### src/rtl/fir_pkg.sv
`default_nettype none
// ============================================================================
// Module   : fir_pkg
// Purpose  : Shared types and default sizes for the single-MAC FIR sequencer.
// Revision : 1.0 - initial release
// ============================================================================
package fir_pkg;

  localparam int NTAPS_DEF = 16;  // number of filter taps (power of 2, >= 2)
  localparam int AW_DEF    = 4;   // log2(NTAPS_DEF)
  localparam int DW_DEF    = 8;   // input sample width
  localparam int OUT_W     = 18;  // filter output width produced by the MAC

  typedef enum logic [2:0] {
    CLEAR = 3'd0,
    IDLE  = 3'd1,
    WRITE = 3'd2,
    MAC   = 3'd3,
    DRAIN = 3'd4,
    OUT   = 3'd5
  } state_e;

endpackage
`default_nettype wire

### src/rtl/fir_mac_sequencer_if.sv
`default_nettype none
// ============================================================================
// Module   : fir_mac_sequencer_if
// Purpose  : Sample handshake, RAM/ROM addressing and MAC strobe bundle.
//            master = sequencer side, slave = source/datapath/consumer side.
// Revision : 1.0 - initial release
// ============================================================================
interface fir_mac_sequencer_if
  import fir_pkg::*;
#(
  parameter int AW = AW_DEF,
  parameter int DW = DW_DEF
);

  logic          in_valid;
  logic          in_ready;
  logic [DW-1:0] in_data;
  logic          clr_req;
  logic          smp_we;
  logic [AW-1:0] smp_waddr;
  logic [DW-1:0] smp_wdata;
  logic [AW-1:0] smp_raddr;
  logic [AW-1:0] coef_addr;
  logic          acc_en;
  logic          acc_first;
  logic          out_valid;
  logic          out_ready;
  logic          busy;

  modport master (
    input  in_valid, in_data, clr_req, out_ready,
    output in_ready, smp_we, smp_waddr, smp_wdata, smp_raddr, coef_addr,
           acc_en, acc_first, out_valid, busy
  );

  modport slave (
    output in_valid, in_data, clr_req, out_ready,
    input  in_ready, smp_we, smp_waddr, smp_wdata, smp_raddr, coef_addr,
           acc_en, acc_first, out_valid, busy
  );

endinterface
`default_nettype wire

### src/rtl/fir_tap_addr_gen.sv
`default_nettype none
// ============================================================================
// Module   : fir_tap_addr_gen
// Purpose  : Modulo-NTAPS tap counter and circular read address (wptr - k).
// Revision : 1.0 - initial release
// ============================================================================
module fir_tap_addr_gen
  import fir_pkg::*;
#(
  parameter int NTAPS = NTAPS_DEF,
  parameter int AW    = AW_DEF
) (
  input  wire logic          clk,
  input  wire logic          rst,    // asynchronous, active low
  input  wire logic          en,     // one MAC cycle
  input  wire logic [AW-1:0] wptr,
  output logic      [AW-1:0] k,
  output logic      [AW-1:0] raddr,
  output logic               last
);

  logic [AW-1:0] k_q, k_d;

  // Advance the tap index once per MAC cycle; NTAPS is a power of 2 so it wraps for free.
  always_comb begin
    k_d = k_q;
    if (en) k_d = k_q + 1'b1;
  end

  // Tap index register.
  always_ff @(posedge clk or negedge rst) begin
    if (!rst) k_q <= '0;
    else      k_q <= k_d;
  end

  assign k     = k_q;
  assign raddr = wptr - k_q;                         // newest sample first, modulo 2^AW
  assign last  = en && (k_q == AW'(NTAPS - 1));

endmodule
`default_nettype wire

### src/rtl/fir_mac_sequencer.sv
`default_nettype none
// ============================================================================
// Module   : fir_mac_sequencer
// Purpose  : Controller for a time-multiplexed single-MAC FIR: stores samples
//            in a circular RAM and sequences NTAPS coefficient/sample reads.
// Revision : 1.0 - initial release
// ============================================================================
module fir_mac_sequencer
  import fir_pkg::*;
#(
  parameter int NTAPS  = NTAPS_DEF,
  parameter int AW     = AW_DEF,
  parameter int DW     = DW_DEF,
  parameter int RD_LAT = 1            // RAM/ROM read latency, 0..2
) (
  input  wire logic           clk,
  input  wire logic           rst,    // asynchronous, active low
  fir_mac_sequencer_if.master bus
);

  state_e        state_q, state_d;
  logic [AW-1:0] wptr_q, wptr_d;
  logic [AW-1:0] clr_cnt_q, clr_cnt_d;
  logic [DW-1:0] sample_q, sample_d;
  logic [1:0]    drain_q, drain_d;

  logic          mac_en;
  logic          tap_first;
  logic          tap_last;
  logic [AW-1:0] tap_k;
  logic [AW-1:0] tap_raddr;

  fir_tap_addr_gen #(
    .NTAPS (NTAPS),
    .AW    (AW)
  ) u_tap_addr_gen (
    .clk   (clk),
    .rst   (rst),
    .en    (mac_en),
    .wptr  (wptr_q),
    .k     (tap_k),
    .raddr (tap_raddr),
    .last  (tap_last)
  );

  assign tap_first = mac_en && (tap_k == '0);

  // Next-state and per-state datapath controls.
  always_comb begin
    state_d       = state_q;
    wptr_d        = wptr_q;
    clr_cnt_d     = clr_cnt_q;
    sample_d      = sample_q;
    drain_d       = drain_q;
    mac_en        = 1'b0;
    bus.in_ready  = 1'b0;
    bus.smp_we    = 1'b0;
    bus.smp_waddr = '0;
    bus.smp_wdata = '0;
    bus.smp_raddr = '0;
    bus.coef_addr = '0;
    bus.out_valid = 1'b0;

    case (state_q)
      CLEAR: begin
        // Gated by rst so the RAM is not written while reset is held.
        bus.smp_we    = rst;
        bus.smp_waddr = clr_cnt_q;
        clr_cnt_d     = clr_cnt_q + 1'b1;
        wptr_d        = '0;
        if (clr_cnt_q == AW'(NTAPS - 1)) begin
          clr_cnt_d = '0;
          state_d   = IDLE;
        end
      end
      IDLE: begin
        // A history clear wins over a sample offered in the same cycle.
        bus.in_ready = !bus.clr_req;
        if (bus.clr_req) begin
          clr_cnt_d = '0;
          state_d   = CLEAR;
        end else if (bus.in_valid) begin
          sample_d = bus.in_data;
          state_d  = WRITE;
        end
      end
      WRITE: begin
        bus.smp_we    = 1'b1;
        bus.smp_waddr = wptr_q;
        bus.smp_wdata = sample_q;
        state_d       = MAC;
      end
      MAC: begin
        mac_en        = 1'b1;
        bus.smp_raddr = tap_raddr;
        bus.coef_addr = tap_k;
        if (tap_last) begin
          wptr_d  = wptr_q + 1'b1;
          drain_d = 2'(RD_LAT - 1);
          state_d = (RD_LAT == 0) ? OUT : DRAIN;
        end
      end
      DRAIN: begin
        if (drain_q == 2'd0) state_d = OUT;
        else                 drain_d = drain_q - 2'd1;
      end
      OUT: begin
        bus.out_valid = 1'b1;
        if (bus.out_ready) state_d = IDLE;
      end
      default: state_d = CLEAR;
    endcase
  end

  assign bus.busy = (state_q != IDLE);

  // Control state registers; reset restarts with a full history clear.
  always_ff @(posedge clk or negedge rst) begin
    if (!rst) begin
      state_q   <= CLEAR;
      wptr_q    <= '0;
      clr_cnt_q <= '0;
      sample_q  <= '0;
      drain_q   <= '0;
    end else begin
      state_q   <= state_d;
      wptr_q    <= wptr_d;
      clr_cnt_q <= clr_cnt_d;
      sample_q  <= sample_d;
      drain_q   <= drain_d;
    end
  end

  // Accumulate strobes line up with read data RD_LAT cycles after the address.
  generate
    if (RD_LAT == 0) begin : g_lat0
      assign bus.acc_en    = mac_en;
      assign bus.acc_first = tap_first;
    end else begin : g_latn
      logic [RD_LAT-1:0] en_q, en_d;
      logic [RD_LAT-1:0] first_q, first_d;

      // Shift the MAC-cycle and first-tap flags down the latency pipe.
      always_comb begin
        en_d       = en_q;
        first_d    = first_q;
        en_d[0]    = mac_en;
        first_d[0] = tap_first;
        for (int i = 1; i < RD_LAT; i++) begin
          en_d[i]    = en_q[i-1];
          first_d[i] = first_q[i-1];
        end
      end

      // Strobe pipeline registers, flushed by reset.
      always_ff @(posedge clk or negedge rst) begin
        if (!rst) begin
          en_q    <= '0;
          first_q <= '0;
        end else begin
          en_q    <= en_d;
          first_q <= first_d;
        end
      end

      assign bus.acc_en    = en_q[RD_LAT-1];
      assign bus.acc_first = first_q[RD_LAT-1];
    end
  endgenerate

endmodule
`default_nettype wire

### src/flat_wrapper.sv
// flat-port wrapper written by rule: the top's interface ports become plain ports
module fir_mac_sequencer_flat import fir_pkg::*;
#(
  parameter int NTAPS  = NTAPS_DEF,
  parameter int AW     = AW_DEF,
  parameter int DW     = DW_DEF,
  parameter int RD_LAT = 1                                         
)
  (clk, rst, bus_in_valid, bus_in_data, bus_clr_req, bus_out_ready, bus_in_ready, bus_smp_we, bus_smp_waddr, bus_smp_wdata, bus_smp_raddr, bus_coef_addr, bus_acc_en, bus_acc_first, bus_out_valid, bus_busy);
  fir_mac_sequencer_if #(.AW(AW), .DW(DW)) bus_i ();
  input  wire logic clk;
  input  wire logic rst;
  input wire logic [$bits(bus_i.in_valid)-1:0] bus_in_valid;
  input wire logic [$bits(bus_i.in_data)-1:0] bus_in_data;
  input wire logic [$bits(bus_i.clr_req)-1:0] bus_clr_req;
  input wire logic [$bits(bus_i.out_ready)-1:0] bus_out_ready;
  output wire logic [$bits(bus_i.in_ready)-1:0] bus_in_ready;
  output wire logic [$bits(bus_i.smp_we)-1:0] bus_smp_we;
  output wire logic [$bits(bus_i.smp_waddr)-1:0] bus_smp_waddr;
  output wire logic [$bits(bus_i.smp_wdata)-1:0] bus_smp_wdata;
  output wire logic [$bits(bus_i.smp_raddr)-1:0] bus_smp_raddr;
  output wire logic [$bits(bus_i.coef_addr)-1:0] bus_coef_addr;
  output wire logic [$bits(bus_i.acc_en)-1:0] bus_acc_en;
  output wire logic [$bits(bus_i.acc_first)-1:0] bus_acc_first;
  output wire logic [$bits(bus_i.out_valid)-1:0] bus_out_valid;
  output wire logic [$bits(bus_i.busy)-1:0] bus_busy;
  assign bus_i.in_valid = bus_in_valid;
  assign bus_i.in_data = bus_in_data;
  assign bus_i.clr_req = bus_clr_req;
  assign bus_i.out_ready = bus_out_ready;
  assign bus_in_ready = bus_i.in_ready;
  assign bus_smp_we = bus_i.smp_we;
  assign bus_smp_waddr = bus_i.smp_waddr;
  assign bus_smp_wdata = bus_i.smp_wdata;
  assign bus_smp_raddr = bus_i.smp_raddr;
  assign bus_coef_addr = bus_i.coef_addr;
  assign bus_acc_en = bus_i.acc_en;
  assign bus_acc_first = bus_i.acc_first;
  assign bus_out_valid = bus_i.out_valid;
  assign bus_busy = bus_i.busy;
  fir_mac_sequencer #(.NTAPS(NTAPS), .AW(AW), .DW(DW), .RD_LAT(RD_LAT)) u_core (.clk(clk), .rst(rst), .bus(bus_i));
endmodule
### config.mk
export PLATFORM = sky130hd
export DESIGN_NAME = fir_mac_sequencer_flat
export DESIGN_NICKNAME = d
export VERILOG_FILES = /design/src/rtl/fir_pkg.sv /design/src/rtl/fir_mac_sequencer_if.sv /design/src/rtl/fir_tap_addr_gen.sv /design/src/rtl/fir_mac_sequencer.sv /design/src/flat_wrapper.sv
export SDC_FILE = /design/constraint.sdc
export NUM_CORES = 1
export LEC_CHECK = 0
export BUFFER_PORTS_ARGS = -buffer_cell sky130_fd_sc_hd__buf_2
export CAP_MARGIN = 20
export CORE_UTILIZATION = 50
export CTS_CLUSTER_DIAMETER = 200
export DETAILED_ROUTE_END_ITERATION = 7
export GPL_TIMING_DRIVEN = 0
export PLACE_DENSITY_LB_ADDON = 0.1
export SLEW_MARGIN = 40
export SYNTH_ARGS = -nofsm -noshare
export SYNTH_HDL_FRONTEND = slang
export SYNTH_SLANG_ARGS = --single-unit
### constraint.sdc
create_clock -name clk -period 3.16 [get_ports clk]
set_input_delay 0.632 -clock clk [delete_from_list [all_inputs] [get_ports clk]]
set_output_delay 0.632 -clock clk [all_outputs]
set_load 0.05 [all_outputs]
=== Yosys cells after proc, flatten, opt, wreduce, memory -nomap -nowiden ===
Index checks and enable logic that the tools add are counted.

* Flip-flop bits (word level): 27
* Input bits: 13
* Output and inout bits: 26

* Add/subtract/negate cells: 5
* Eq/ne operators: 15
* Multiplexer cells: 23
* Bitwise logic cells: 1
* Reduce and logical (&&, ||, !) cells: 14

{| class="wikitable"
|+ Operator list
! cell !! number
|-
| 4-bit case mux with 2 select lines || 3
|-
| 4-bit two-way mux || 5
|-
| 3-bit two-way mux || 6
|-
| 3-bit case mux with 6 select lines || 1
|-
| 4-bit by 1-bit adder with 4-bit output, second input constant || 3
|-
| 4-bit equality test, second input constant || 2
|-
| 8-bit two-way mux || 1
|-
| 3-bit by 2-bit equality test with 1-bit output, second input constant || 2
|-
| 3-bit equality test, second input constant || 2
|-
| 2-bit by 1-bit != test with 1-bit output, second input constant || 3
|-
| 2-bit != test, second input constant || 3
|-
| 3-bit AND reduction || 2
|-
| 2-bit nonzero test || 3
|-
| 5-bit AND reduction || 1
|-
| 4-bit zero test || 1
|-
| 2-bit two-way mux || 2
|-
| 2-bit case mux with 2 select lines || 1
|-
| 2-bit AND reduction || 2
|-
| 4-bit subtractor || 1
|-
| 3-bit by 1-bit equality test with 1-bit output, second input constant || 1
|-
| 3-bit zero test || 1
|-
| 1-bit two-way mux || 3
|-
| 3-bit by 1-bit != test with 1-bit output, second input constant || 1
|-
| 3-bit != test, second input constant || 1
|-
| other kinds (6) || 7
|}

=== Logic depth before layout (Yosys ltp) ===
* Depth after elaboration: 5
* Gate-level depth with buffers: 6
* Depth with buffers taken out: 6

=== By module ===
Synthesis repeated with hierarchy kept, for this count alone.

* Cell total of the unflattened synthesis: 170
* Area total of the unflattened synthesis: 1681.6 sq um

{| class="wikitable"
|+ By module, submodules not included
! module !! times used !! cells each !! area an instance (sq um) !! seq. area each (sq um)
|-
| fir_mac_sequencer || 1 || 141 || 1397.6 || 575.6
|-
| fir_tap_addr_gen || 1 || 29 || 284.0 || 100.1
|}

=== Least setup slack after synthesis ===
OpenSTA, ideal clock, no wires.

* Path kind: register to output
* Start: register u_core.wptr_q[1]
* End: output port bus_smp_raddr[3]
* Data arrival time: 2.285 ns
* Data required time: 2.528 ns
* Path slack: 0.243 ns
* Cell stages (with the launch flop): 6
* Path buffers: 0
* Path through: dfrtp_1 > ha_1 > nor2b_1 > o21a_1 > o21ai_0 > nor3b_1

* Cells in the longest elaborated chain, start to end: 2

{| class="wikitable"
|+ Ends and longest elaborated chain
! element !! RTL line !! text
|-
| from (decl) || fir_mac_sequencer.sv:22 || <nowiki>logic [AW-1:0] wptr_q, wptr_d;</nowiki>
|-
| from (signal assigned) || fir_mac_sequencer.sv:127 || <nowiki>wptr_q <= wptr_d;</nowiki>
|-
| 4-bit subtractor || fir_tap_addr_gen.sv:37 || <nowiki>assign raddr = wptr - k_q;</nowiki>
|-
| 4-bit two-way mux || fir_mac_sequencer.sv:64 || <nowiki>case (state_q)</nowiki>
|-
| to (decl) || flat_wrapper.sv:21 || <nowiki>output wire logic [$bits(bus_i.smp_raddr)-1:0] bus_smp_raddr;</nowiki>
|}

Every way passes these cells.

=== Final worst setup path ===
* Start: register u_core.state_q[0]
* End: output port bus_smp_wdata[1]

* Cells in the longest elaborated chain, start to end: 2

{| class="wikitable"
|+ Ends and longest elaborated chain
! element !! RTL line !! text
|-
| from (decl) || fir_mac_sequencer.sv:21 || <nowiki>state_e state_q, state_d;</nowiki>
|-
| from (signal assigned) || fir_mac_sequencer.sv:126 || <nowiki>state_q <= state_d;</nowiki>
|-
| 3-bit by 2-bit equality test with 1-bit output || fir_mac_sequencer.sv:64 ||
|-
| 8-bit two-way mux || fir_mac_sequencer.sv:64 ||
|-
| to (decl) || flat_wrapper.sv:20 || <nowiki>output wire logic [$bits(bus_i.smp_wdata)-1:0] bus_smp_wdata;</nowiki>
|}

Every way passes these cells.

==> flow_summary.yaml <==
route:
  via_per_inst: 5.18
  ant_nets: 0
  firstDrtPassIters: 4
  vias: 1270
  drt_iter0_drc: 24
  drcViolationCount: 0
  drt_wl_total_mm: 3.09
  routedWlPerCell_um: 12.6
timing:
  setup_ws_ps: 287
  whs_ps: 293
  fin_worst_skew_ps: 6.52
  slew_headroom_pct: 59.0
  finalMaxSlewViolations: 0
  tightest_slew_ps: 615
  rsz0062_at_grt: "no"
  period_minus_slack_ps: 2870
  fin_crit_sh_pct: 90.9
  hold_violations: 0
  finalSetupViolCount: 0
  max_freq_mhz: 348
  fin_tns_setup_ps: 0
floorplan:
  core_sq_um: 3030
  fp-row-count: 20
  dieHeight_um: 58.1
  ios: 39
  die_area_sq_um: 3380
  die_w_um: 58.1
  start_util_pct: 52.0
worst_setup_path:
  worst-path-buf-inv: 3
  critPathMaxFanout: 10
  crit_path_max_incr_delay_ps: 470
  worstPathRequired_ps: 2530
  worstSetupPathType: "register to output pin"
  worstSetupEndpointType: "output pin"
  crit_family: "buffers and inverters"
  path_cells: "clkbuf_1 > nor3b_1 > clkbuf_1 > and2_1 > buf_2"
  crit_top_cell: "clkbuf_1"
  start_kind: "register"
  cpMaxStageDelayCell: "nor3b_1"
  cp.arrival_ps: 2240
synthesis:
  yosysWarningCount: 0
  syn_nets: 181
  synth_area_sq_um: 1580
  syn_area_per_cell_sq_um: 9.91
  synth_seq_cells: 27
  ys_seq_area_share_pct: 42.9
  synthCells: 159
  synthDistinctLibCells: 35
clock_tree:
  root_buffer: "clkbuf_4"
  ctsResizeCount: 0
  max-clock-path-buffers: 2
  cts_tree: "done"
  path_clk_slew_ps: 150
  cts.sinks: 27
  clock_latency_ps: 320
  cts_hold_buffers: 0
  h-tree-depth: 1
  cts_buffers: 3
  post-cts-setup-buffer-count: 0
pwr:
  power_density_nw_per_um2: 925
  p_leak_nw: 0.947
  peakVddDrop_v: 0.000368
place:
  place_ws_ps: 640
  place_congestion: 0.743
  postPlaceCellArea_sq_um: 1820
  portBuffers: 38
  post-dp-hpwl_mm: 2.32
finish:
  diodes: 0
  n_fill_cell: 276
  syn_to_final_growth_pct: 17.5
  fin_nets: 224
  design_area_sq_um: 1850
  final_core_util_pct: 61.1
  drive_gt1_share_pct: 27.9
global_routing:
  grt_start_max_net_pins: 29
  grtUsageTotal_pct: 19.5
  grt_first_pass_wirelength_mm: 5.18
  grt_pass1_vias: 1184
  grt_antenna_before_repair: 0
  grt-ovfl-total: 0
min_path:
  hp-class: "input port to async pin"
outcome:
  outcome: "finished, final reports clean"
flow_run:
  maxCapViolations: 0
sequential cells by signal, indices dropped and copies added (netlist names):
signal / count
u_core.sample_q: 8
u_core.clr_cnt_q: 4
u_core.u_tap_addr_gen.k: 4
u_core.wptr_q: 4
u_core.state_q: 3
u_core.drain_q: 2
u_core.bus.acc_en: 1
u_core.bus.acc_first: 1
layout by cell type (no fill, tap or decap), drive strengths merged, types with 2 or more instances in the layout:
master,count
a21oi,4
a22o,4
and2,11
buf,41
clkbuf,7
dfrtp,27
ha,8
inv,10
mux2,8
mux2i,2
nand2,15
nand3,5
nand3b,2
nor2,15
nor2b,2
nor3,7
nor3b,2
o21ai,10
xnor2,7
area by class of cell:
| class | count | area, sq um | share of cell area, % |
|---|---|---|---|
| multi-input cells | 115 | 826 | 44.6 |
| flip-flops and latches | 27 | 676 | 36.5 |
| repair buffers | 38 | 190 | 10.3 |
| well taps | 44 | 55.1 | 2.97 |
| inverters | 10 | 37.5 | 2.03 |
| plain buffers | 7 | 36.3 | 1.96 |
| clock buffers | 3 | 22.5 | 1.22 |
| clock inverters | 1 | 7.51 | 0.406 |
worst paths after layout:
| path | from | to | slack [ps] | cells past startpoint |
|---|---|---|---|---|
| setup / recovery | u_core.state_q[0] | bus_smp_wdata[1] | 290 | 5 |
| hold / removal | rst | u_core.wptr_q[3] | 290 | 1 |
| setup reg to reg | u_core.u_tap_addr_gen.k[0] | u_core.state_q[0] | 1440 | 5 |
| hold reg to reg | u_core.sample_q[0] | u_core.sample_q[0] | 520 | 1 |
| max in group asynchronous | rst | u_core.state_q[1] | 2460 | 1 |
| min in group clk | bus_in_data[4] | u_core.sample_q[4] | 520 | 2 |
stage by stage:
stage / total power, mW / std cells
2_1_floorplan: 1.35 / 159
3_3_place_gp: 1.53 / 241
3_5_place_dp: 1.56 / 241
4_1_cts: 1.72 / 245
5_1_grt: 1.85 / 245
6_report: 1.71 / 245
kinds of logic (layout without fill, tap and decap cells):
group	count (synthesis)	in the layout	synth area share [%]
adder cells (fa/ha/maj)	9	9	7.63
AO/OA/AOI/OAI	24	24	9.53
buffers and inverters	17	59	4.69
AND/OR/NAND/NOR	65	65	22.5
multiplexers	10	10	8.90
XOR/XNOR	7	7	3.89
flip-flops	27	27	42.9
worst register-to-register path: stages (launching register included):
cell	delay [ps]
dfrtp_1	420
ha_1	180
nand3_1	190
and2_1	270
nor4_1	350
mux2i_1	240
cell usage after synthesis:
| cell | number | area, sq um |
|---|---|---|
| ha_1 | 8 | 100 |
| or3_1 | 1 | 6.26 |
| dfrtp_1 | 27 | 676 |
| nor2b_1 | 2 | 12.5 |
| mux2_4 | 8 | 120 |
| nand4_1 | 1 | 6.26 |
| o21a_1 | 1 | 7.51 |
| nand3_1 | 5 | 25.0 |
| o22a_1 | 1 | 8.76 |
| buf_2 | 2 | 10.0 |
| nor2_1 | 14 | 52.6 |
| o21ai_0 | 10 | 50.1 |
| o21bai_1 | 1 | 7.51 |
| mux2i_1 | 2 | 20.0 |
| nor2_8 | 1 | 20.0 |
| a31oi_1 | 1 | 6.26 |
| nand3b_1 | 2 | 15.0 |
| inv_1 | 10 | 37.5 |
| clkbuf_1 | 4 | 15.0 |
| a211oi_1 | 1 | 7.51 |
| a22o_1 | 4 | 35.0 |
| nor3_1 | 7 | 35.0 |
| nor4_1 | 1 | 6.26 |
| xnor2_1 | 7 | 61.3 |
| nand2_1 | 14 | 52.6 |
| nor3b_1 | 2 | 15.0 |
| or2b_1 | 1 | 7.51 |
| nand2_4 | 1 | 11.3 |
| or3b_4 | 1 | 11.3 |
| and2_1 | 11 | 68.8 |
| buf_6 | 1 | 11.3 |
| fa_1 | 1 | 20.0 |
| a21oi_1 | 4 | 20.0 |
| nor4b_1 | 1 | 8.76 |
| o211ai_1 | 1 | 7.51 |
per-layer routing:
metal	vias up	GRT usage, %	wire length [um]
met5	-	0	0
met4	0	5.10	12
met3	2	2.23	105
met2	30	32.8	1510
met1	613	26.8	1460
li1	625	-	-
power breakdown:
group | switching [mW] | total [mW] | internal, mW
Combinational | 0.641 | 0.994 | 0.353
Clock | 0.107 | 0.155 | 0.0483
Sequential | 0.0962 | 0.563 | 0.467
Note: power is estimated with default switching activity, not from simulation.
